==> config.mk <==
export PLATFORM = sky130hd
export DESIGN_NAME = level_banner_pixel
export DESIGN_NICKNAME = d
export VERILOG_FILES = /design/src/rtl/level_banner_pkg.sv /design/src/rtl/level_bcd_conv.sv /design/src/rtl/level_banner_pixel.sv
export SDC_FILE = /design/constraint.sdc
export NUM_CORES = 1
export LEC_CHECK = 0
export BUFFER_PORTS_ARGS = -buffer_cell sky130_fd_sc_hd__buf_2
export CAP_MARGIN = 25
export CORE_MARGIN = 5
export CORE_UTILIZATION = 42
export DETAILED_ROUTE_END_ITERATION = 8
export SYNTH_ARGS = -nofsm -noshare
export SYNTH_HDL_FRONTEND = slang
export SYNTH_SLANG_ARGS = --single-unit
==> constraint.sdc <==
create_clock -name clk_i -period 3.02 [get_ports clk_i]
set_input_delay 0 -clock clk_i [delete_from_list [all_inputs] [get_ports clk_i]]
set_output_delay 0 -clock clk_i [all_outputs]
set_load 0.01 [all_outputs]
==> src/rtl/level_banner_pkg.sv <==
// Shared types, glyph codes and helpers for the "LEVEL nn" banner overlay.
package level_banner_pkg;

  localparam int unsigned GLYPH_W = 5;
  localparam int unsigned GLYPH_H = 7;

  localparam logic [5:0] GLY_L = 6'd21;
  localparam logic [5:0] GLY_E = 6'd14;
  localparam logic [5:0] GLY_V = 6'd31;

  typedef logic [3:0] bcd_t;

  typedef enum logic [1:0] {
    StIdle,
    StConvert,
    StShow
  } state_t;

  // 10^n, used for the BCD saturation threshold.
  function automatic longint unsigned pow10(input int unsigned n);
    longint unsigned r;
    r = 1;
    for (int unsigned i = 0; i < n; i++) r = r * 10;
    return r;
  endfunction

  // Glyph code of title cell k in "LEVEL".
  function automatic logic [5:0] title_code(input int unsigned k);
    logic [5:0] c;
    unique case (k)
      0, 4:    c = GLY_L;
      1, 3:    c = GLY_E;
      default: c = GLY_V;
    endcase
    return c;
  endfunction

endpackage

==> src/rtl/level_bcd_conv.sv <==
// Sequential double-dabble binary-to-BCD converter, one shift per cycle.
// done_o pulses in the cycle of the final shift; bcd_o is valid alongside it.
module level_bcd_conv
  import level_banner_pkg::*;
#(
  parameter int unsigned LEVEL_W    = 8,
  parameter int unsigned NUM_DIGITS = 2
) (
  input  logic                    clk_i,
  input  logic                    rst_i,
  input  logic                    start_i,
  input  logic [LEVEL_W-1:0]      bin_i,
  output logic                    done_o,
  output logic [4*NUM_DIGITS-1:0] bcd_o
);

  localparam int unsigned     BcdW  = 4 * NUM_DIGITS;
  localparam int unsigned     CntW  = $clog2(LEVEL_W) + 1;
  localparam longint unsigned Limit = pow10(NUM_DIGITS);

  logic                busy_q;
  logic [CntW-1:0]     cnt_q;
  logic [LEVEL_W-1:0]  bin_q;
  logic [LEVEL_W-1:0]  sh_q;
  logic [BcdW-1:0]     bcd_q;
  logic [BcdW-1:0]     adj;
  logic [BcdW-1:0]     bcd_step;
  logic [LEVEL_W-1:0]  sh_step;
  logic                sat;

  // One add-3/shift step, plus saturation of the final result.
  always_comb begin
    adj = bcd_q;
    for (int unsigned d = 0; d < NUM_DIGITS; d++) begin
      if (adj[4*d +: 4] >= 4'd5) adj[4*d +: 4] = adj[4*d +: 4] + 4'd3;
    end
    {bcd_step, sh_step} = {adj, sh_q} << 1;
    sat    = 64'(bin_q) >= Limit;
    done_o = busy_q && (cnt_q == CntW'(LEVEL_W - 1));
    bcd_o  = sat ? {NUM_DIGITS{4'd9}} : bcd_step;
  end

  // Conversion state: load on start, then shift LEVEL_W times.
  always_ff @(posedge clk_i) begin
    if (rst_i) begin
      busy_q <= 1'b0;
      cnt_q  <= '0;
      bin_q  <= '0;
      sh_q   <= '0;
      bcd_q  <= '0;
    end else if (!busy_q) begin
      if (start_i) begin
        busy_q <= 1'b1;
        cnt_q  <= '0;
        bin_q  <= bin_i;
        sh_q   <= bin_i;
        bcd_q  <= '0;
      end
    end else begin
      bcd_q <= bcd_step;
      sh_q  <= sh_step;
      cnt_q <= cnt_q + 1'b1;
      if (done_o) busy_q <= 1'b0;
    end
  end

endmodule

==> src/rtl/level_banner_pixel.sv <==
// "LEVEL nn" overlay: banner FSM, frame counter with blinking number,
// region decode and a fixed 3-cycle glyph-ROM lookup pipeline.
module level_banner_pixel
  import level_banner_pkg::*;
#(
  parameter int unsigned LEVEL_W     = 8,
  parameter int unsigned NUM_DIGITS  = 2,
  parameter int unsigned SCALE_SHIFT = 4,
  parameter int unsigned TITLE_X     = 120,
  parameter int unsigned TITLE_Y     = 28,
  parameter int unsigned NUM_X       = 240,
  parameter int unsigned NUM_Y       = 160,
  parameter int unsigned SHOW_FRAMES = 120,
  parameter int unsigned BLINK_SHIFT = 4
) (
  input  logic               clk_i,
  input  logic               rst_i,
  input  logic               level_load_i,
  input  logic [LEVEL_W-1:0] level_i,
  input  logic               frame_start_i,
  input  logic [9:0]         h_cnt_i,
  input  logic [9:0]         v_cnt_i,
  output logic [5:0]         glyph_addr_o,
  output logic [2:0]         glyph_col_o,
  output logic [2:0]         glyph_row_o,
  input  logic [11:0]        glyph_pixel_i,
  output logic [11:0]        pixel_out_o,
  output logic               valid_o,
  output logic               busy_o,
  output logic               active_o
);

  localparam int unsigned CellW = GLYPH_W << SCALE_SHIFT;
  localparam int unsigned CellH = GLYPH_H << SCALE_SHIFT;
  // Wide enough for SHOW_FRAMES-1 and for the blink bit.
  localparam int unsigned FcW   = ($clog2(SHOW_FRAMES) > BLINK_SHIFT) ?
                                  $clog2(SHOW_FRAMES) : BLINK_SHIFT + 1;

  state_t                  state_q, state_d;
  logic [FcW-1:0]          frame_cnt_q, frame_cnt_d;
  logic [4*NUM_DIGITS-1:0] digits_q;
  logic                    conv_start;
  logic                    conv_done;
  logic [4*NUM_DIGITS-1:0] conv_bcd;

  level_bcd_conv #(
    .LEVEL_W   (LEVEL_W),
    .NUM_DIGITS(NUM_DIGITS)
  ) u_bcd (
    .clk_i  (clk_i),
    .rst_i  (rst_i),
    .start_i(conv_start),
    .bin_i  (level_i),
    .done_o (conv_done),
    .bcd_o  (conv_bcd)
  );

  // Banner FSM next state; a load in SHOW beats the final frame_start.
  always_comb begin
    state_d     = state_q;
    frame_cnt_d = frame_cnt_q;
    conv_start  = 1'b0;
    unique case (state_q)
      StIdle: begin
        if (level_load_i) begin
          conv_start = 1'b1;
          state_d    = StConvert;
        end
      end
      StConvert: begin
        if (conv_done) begin
          state_d     = StShow;
          frame_cnt_d = '0;
        end
      end
      StShow: begin
        if (level_load_i) begin
          conv_start = 1'b1;
          state_d    = StConvert;
        end else if (frame_start_i) begin
          if (frame_cnt_q == FcW'(SHOW_FRAMES - 1)) state_d = StIdle;
          else frame_cnt_d = frame_cnt_q + 1'b1;
        end
      end
      default: state_d = StIdle;
    endcase
  end

  // FSM state, frame counter and committed digits.
  always_ff @(posedge clk_i) begin
    if (rst_i) begin
      state_q     <= StIdle;
      frame_cnt_q <= '0;
      digits_q    <= '0;
    end else begin
      state_q     <= state_d;
      frame_cnt_q <= frame_cnt_d;
      if (conv_done) digits_q <= conv_bcd;
    end
  end

  assign busy_o   = (state_q == StConvert);
  assign active_o = (state_q == StShow);

  int unsigned hx, vy, cx;
  logic        dec_hit, dec_title;
  logic [5:0]  dec_addr;
  logic [2:0]  dec_col, dec_row;

  // Region decode; title is evaluated last so it wins on overlap.
  always_comb begin
    hx        = {22'd0, h_cnt_i};
    vy        = {22'd0, v_cnt_i};
    cx        = 0;
    dec_hit   = 1'b0;
    dec_title = 1'b0;
    dec_addr  = '0;
    dec_col   = '0;
    dec_row   = '0;
    for (int unsigned d = 0; d < NUM_DIGITS; d++) begin
      cx = NUM_X + d * CellW;
      if (hx >= cx && hx < cx + CellW && vy >= NUM_Y && vy < NUM_Y + CellH) begin
        dec_hit  = 1'b1;
        dec_addr = {2'b00, digits_q[4*(NUM_DIGITS-1-d) +: 4]};
        dec_col  = 3'((hx - cx) >> SCALE_SHIFT);
        dec_row  = 3'((vy - NUM_Y) >> SCALE_SHIFT);
      end
    end
    for (int unsigned k = 0; k < 5; k++) begin
      cx = TITLE_X + k * CellW;
      if (hx >= cx && hx < cx + CellW && vy >= TITLE_Y && vy < TITLE_Y + CellH) begin
        dec_hit   = 1'b1;
        dec_title = 1'b1;
        dec_addr  = title_code(k);
        dec_col   = 3'((hx - cx) >> SCALE_SHIFT);
        dec_row   = 3'((vy - TITLE_Y) >> SCALE_SHIFT);
      end
    end
  end

  logic        hit1_q, show1_q, hit2_q, show2_q;
  logic [5:0]  addr_q;
  logic [2:0]  col_q, row_q;
  logic        valid_q;
  logic [11:0] pixel_q;

  // Lookup pipeline: address stage, ROM-wait stage, output stage.
  always_ff @(posedge clk_i) begin
    if (rst_i) begin
      addr_q  <= '0;
      col_q   <= '0;
      row_q   <= '0;
      hit1_q  <= 1'b0;
      show1_q <= 1'b0;
      hit2_q  <= 1'b0;
      show2_q <= 1'b0;
      valid_q <= 1'b0;
      pixel_q <= '0;
    end else begin
      addr_q  <= dec_addr;
      col_q   <= dec_col;
      row_q   <= dec_row;
      hit1_q  <= dec_hit & (state_q == StShow);
      show1_q <= dec_title | ~frame_cnt_q[BLINK_SHIFT];
      hit2_q  <= hit1_q;
      show2_q <= show1_q;
      valid_q <= hit2_q & show2_q;
      pixel_q <= (hit2_q & show2_q) ? glyph_pixel_i : 12'd0;
    end
  end

  assign glyph_addr_o = addr_q;
  assign glyph_col_o  = col_q;
  assign glyph_row_o  = row_q;
  assign valid_o      = valid_q;
  assign pixel_out_o  = pixel_q;

endmodule

==> impl_metrics.env <==
export IMPL_tns_ns=0
export IMPL_antenna_found_initial=0
export IMPL_place_detailed_hpwl_um=6250
export IMPL_routedWlPerCell_um=13.8
export IMPL_gp_congestion=0.903
export IMPL_fill_cells=857
export IMPL_nets=579
export IMPL_min_period_over_period=0.800
export IMPL_io_pins=71
export IMPL_cp_end_kind="register"
export IMPL_coreArea_mm2=0.00868
export IMPL_syn_avg_cell_area_um2=8.46
export IMPL_grt_busiest_layer="met2"
export IMPL_max_vdd_ir_drop_uv=241
export IMPL_synth_fa_ha_area_frac=0.0505
export IMPL_clock_skew_final_ns=0.0103
export IMPL_synth_top_cell_by_area="dfxtp_1"
export IMPL_synth_edf_count=0
export IMPL_n_antenna_cell=0
export IMPL_io_buffers=67
export IMPL_crit_fanout=7
export IMPL_path_clk_slew_ns=0.08
export IMPL_status="completed"
export IMPL_cts_root_buffer="clkbuf_8"
export IMPL_syn2layout_area_growth_pct=22.1
export IMPL_met1_usage=0.206
export IMPL_register_area_mm2=0.00144
export IMPL_post_synth_xor_area_fraction=0.0212
export IMPL_ys_seq_elements=72
export IMPL_ant_nets=0
export IMPL_final_core_util=0.522
export IMPL_chipHeight_um=104
export IMPL_viasPerCell=5.34
export IMPL_worst_setup_path_type="primary input to register"
export IMPL_grt_pass1_wl_um=15100
export IMPL_insertion_delay_ns=0.35
export IMPL_drive_gt1_frac=0.210
export IMPL_multi_input_area_mm2=0.00211
export IMPL_synth_top_family_by_area="simple AND/OR/NAND/NOR gates"
export IMPL_die_area_mm2=0.0108
export IMPL_h_tree_depth=3
export IMPL_power_switching_uw=549
export IMPL_gr_usage_all_layers=0.163
export IMPL_die_x_um=104
export IMPL_syn_num_nets=498
export IMPL_setup_viol=0
export IMPL_synth_cells=439
export IMPL_yosys_warnings=0
export IMPL_met2_usage=0.270
export IMPL_worstPathRequired_ns=3.25
export IMPL_static_leakage_power_uw=0.00194
export IMPL_hold_viol_final=0
export IMPL_internal_power_uw=1390
export IMPL_critPathLaunchType="primary input"
export IMPL_arrival_ns=2.65
export IMPL_vias=3382
export IMPL_slew_violations=0
export IMPL_ys_async_sr_fraction=0
export IMPL_worstHoldPathType="primary input to register"
export IMPL_synth_mux_area_frac=0.0468
export IMPL_period_minus_slack_ns=2.41
export IMPL_yosys_top_cells_area="dfxtp_1, a21oi_1, nor2_1"
export IMPL_rows=34
export IMPL_syn_cell_area_mm2=0.00371
export IMPL_cts_made_buffers=9
export IMPL_maxCapViolCount=0
export IMPL_power_share_clock=0.372
export IMPL_holdWs_ns=0.0132
export IMPL_ys_types=70
export IMPL_yosys_area_share_simple=0.251
export IMPL_synth_top_area_frac=0.388
export IMPL_setup_slack_ns=0.605
export IMPL_grt_max_degree=46
export IMPL_max_freq_mhz=414
export IMPL_cts_sinks=72
export IMPL_drt_initial_drc_count=163
export IMPL_tightest_slew_ns=0.641
export IMPL_power_frac_comb=0.123
export IMPL_met3_usage=0.0428
export IMPL_drc=0
export IMPL_switching_share=0.284
export IMPL_first_pass_iters=4
export IMPL_synth_compound_area_frac=0.198
export IMPL_synthFlopType="dfxtp_1"
export IMPL_start_util=0.428
export IMPL_power_share_sequential=0.506
export IMPL_drt_wl_total_um=8760
export IMPL_pre_cts_ws_ns=0.415
export IMPL_slew_headroom=0.568
export IMPL_grt_pass1_vias=3299
export IMPL_rsz0062_at_grt="no"
export IMPL_cts_tree="built"
export IMPL_p_per_area_mw_per_mm2=427
export IMPL_yosysSeqAreaShare=0.388
export IMPL_grt_overflow_total=0
export IMPL_clk_path_buf_depth=2
cell usage after synthesis, drive strengths merged, types with 2 or more instances:
library cell  count
a2111oi           2
a211oi            2
a21boi            3
a21o              3
a21oi            42
a22oi             9
a311oi            3
a31oi             8
and2             16
and3              4
and4b             4
buf               7
clkbuf           18
dfxtp            72
ha               15
inv              14
mux2              3
mux2i            14
nand2            29
nand2b            9
nand3             7
nand3b            3
nand4             5
nand4b            2
nor2             53
nor2b             7
nor3             13
nor3b             6
nor4b             2
o21ai            18
o21bai            2
o31ai             3
or2               6
or3               4
xnor2             6
xor2              3
power by group through the flow:
stage | Combinational, uW | Clock [uW] | Sequential [uW]
final | 237 | 720 | 978
after global placement | 210 | 0 | 1000
after detailed placement | 215 | 0 | 1000
after floorplan | 143 | 0 | 1000
after CTS | 237 | 743 | 979
after global routing | 265 | 794 | 981
final timing paths:
kind | start | to | slack (ns) | depth (start not counted)
worst max-delay path | v_cnt_i[5] | glyph_col_o[0] | 0.61 | 10
worst min-delay path | level_load_i | state_q[1] | 0.01 | 4
worst max register to register | u_bcd.cnt_q[0] | frame_cnt_q[5] | 0.87 | 7
worst min register to register | show1_q | show2_q | 0.44 | 1
flip-flops by register name, indices dropped and copies added, names as in the netlist:
register	count
glyph_addr_o	5
glyph_row_o	3
glyph_col_o	3
hit2_q	1
valid_o	1
hit1_q	1
show2_q	1
u_bcd.cnt_q	4
u_bcd.sh_q	8
u_bcd.bin_q	6
frame_cnt_q	7
u_bcd.busy_q	1
u_bcd.bcd_q	8
pixel_out_o	12
state_q	2
digits_q	8
show1_q	1
critical path, cell delays in order:
cell	delay (ns)
dlygate4sd3_1	0.53
buf_2	0.16
nor3_1	0.24
a2bb2oi_1	0.16
or3_1	0.47
a21oi_1	0.49
buf_4	0.24
or2_2	0.11
a31oi_1	0.10
o2bb2ai_1	0.16
timing repair:
action                    in CTS  in global routing
resized for setup              0                  0
hold endpoints to repair      21                  0
buffers inserted               0                  0
hold buffers                  21                  0
cell usage in the layout (no fill, tap or decap), drive strengths merged, types with 5 or more instances in the layout:
cell	Yosys	final
nand4	5	5
nor2	53	53
nor3	13	13
mux2i	14	14
buf	7	74
or2	6	6
a21oi	42	42
inv	14	18
a22oi	9	9
nand2b	9	9
and2	16	16
ha	15	15
dlygate4sd3	0	21
clkbuf	18	9
nor2b	7	7
xnor2	6	6
nand2	29	29
nor3b	6	6
o21ai	18	18
a31oi	8	8
nand3	7	7
dfxtp	72	72
through the flow:
stage,power (uW),area [um^2],instances
after floorplan,1140,3710,439
after global placement,1210,4120,595
after detailed placement,1220,4140,596
after CTS,1960,4530,633
after global routing,2040,4530,633
final,1940,4530,633
cells by family after synthesis:
logic type / after synthesis
AOI/OAI and AO/OA: 112
muxes: 17
adders and majority gates: 15
other: 1
buffers and inverters: 39
and+or+nand+nor: 174
xor gates and xnor gates: 9
DFF: 72
cell type report:
class                           instances  share of cell area
Multi-Input combinational cell        328               0.466
Sequential cell                        72               0.318
Timing Repair Buffer                   95               0.134
Tap cell                              108              0.0298
Clock buffer                            9              0.0273
Clock inverter                          7              0.0135
Inverter                               14              0.0116
routing by layer:
layer	up-vias	routed length (um)
li1	1717	-
met1	1568	4000
met2	87	4150
met3	10	479
met4	0	125
met5	-	0
(Power assumes the default switching activity.)
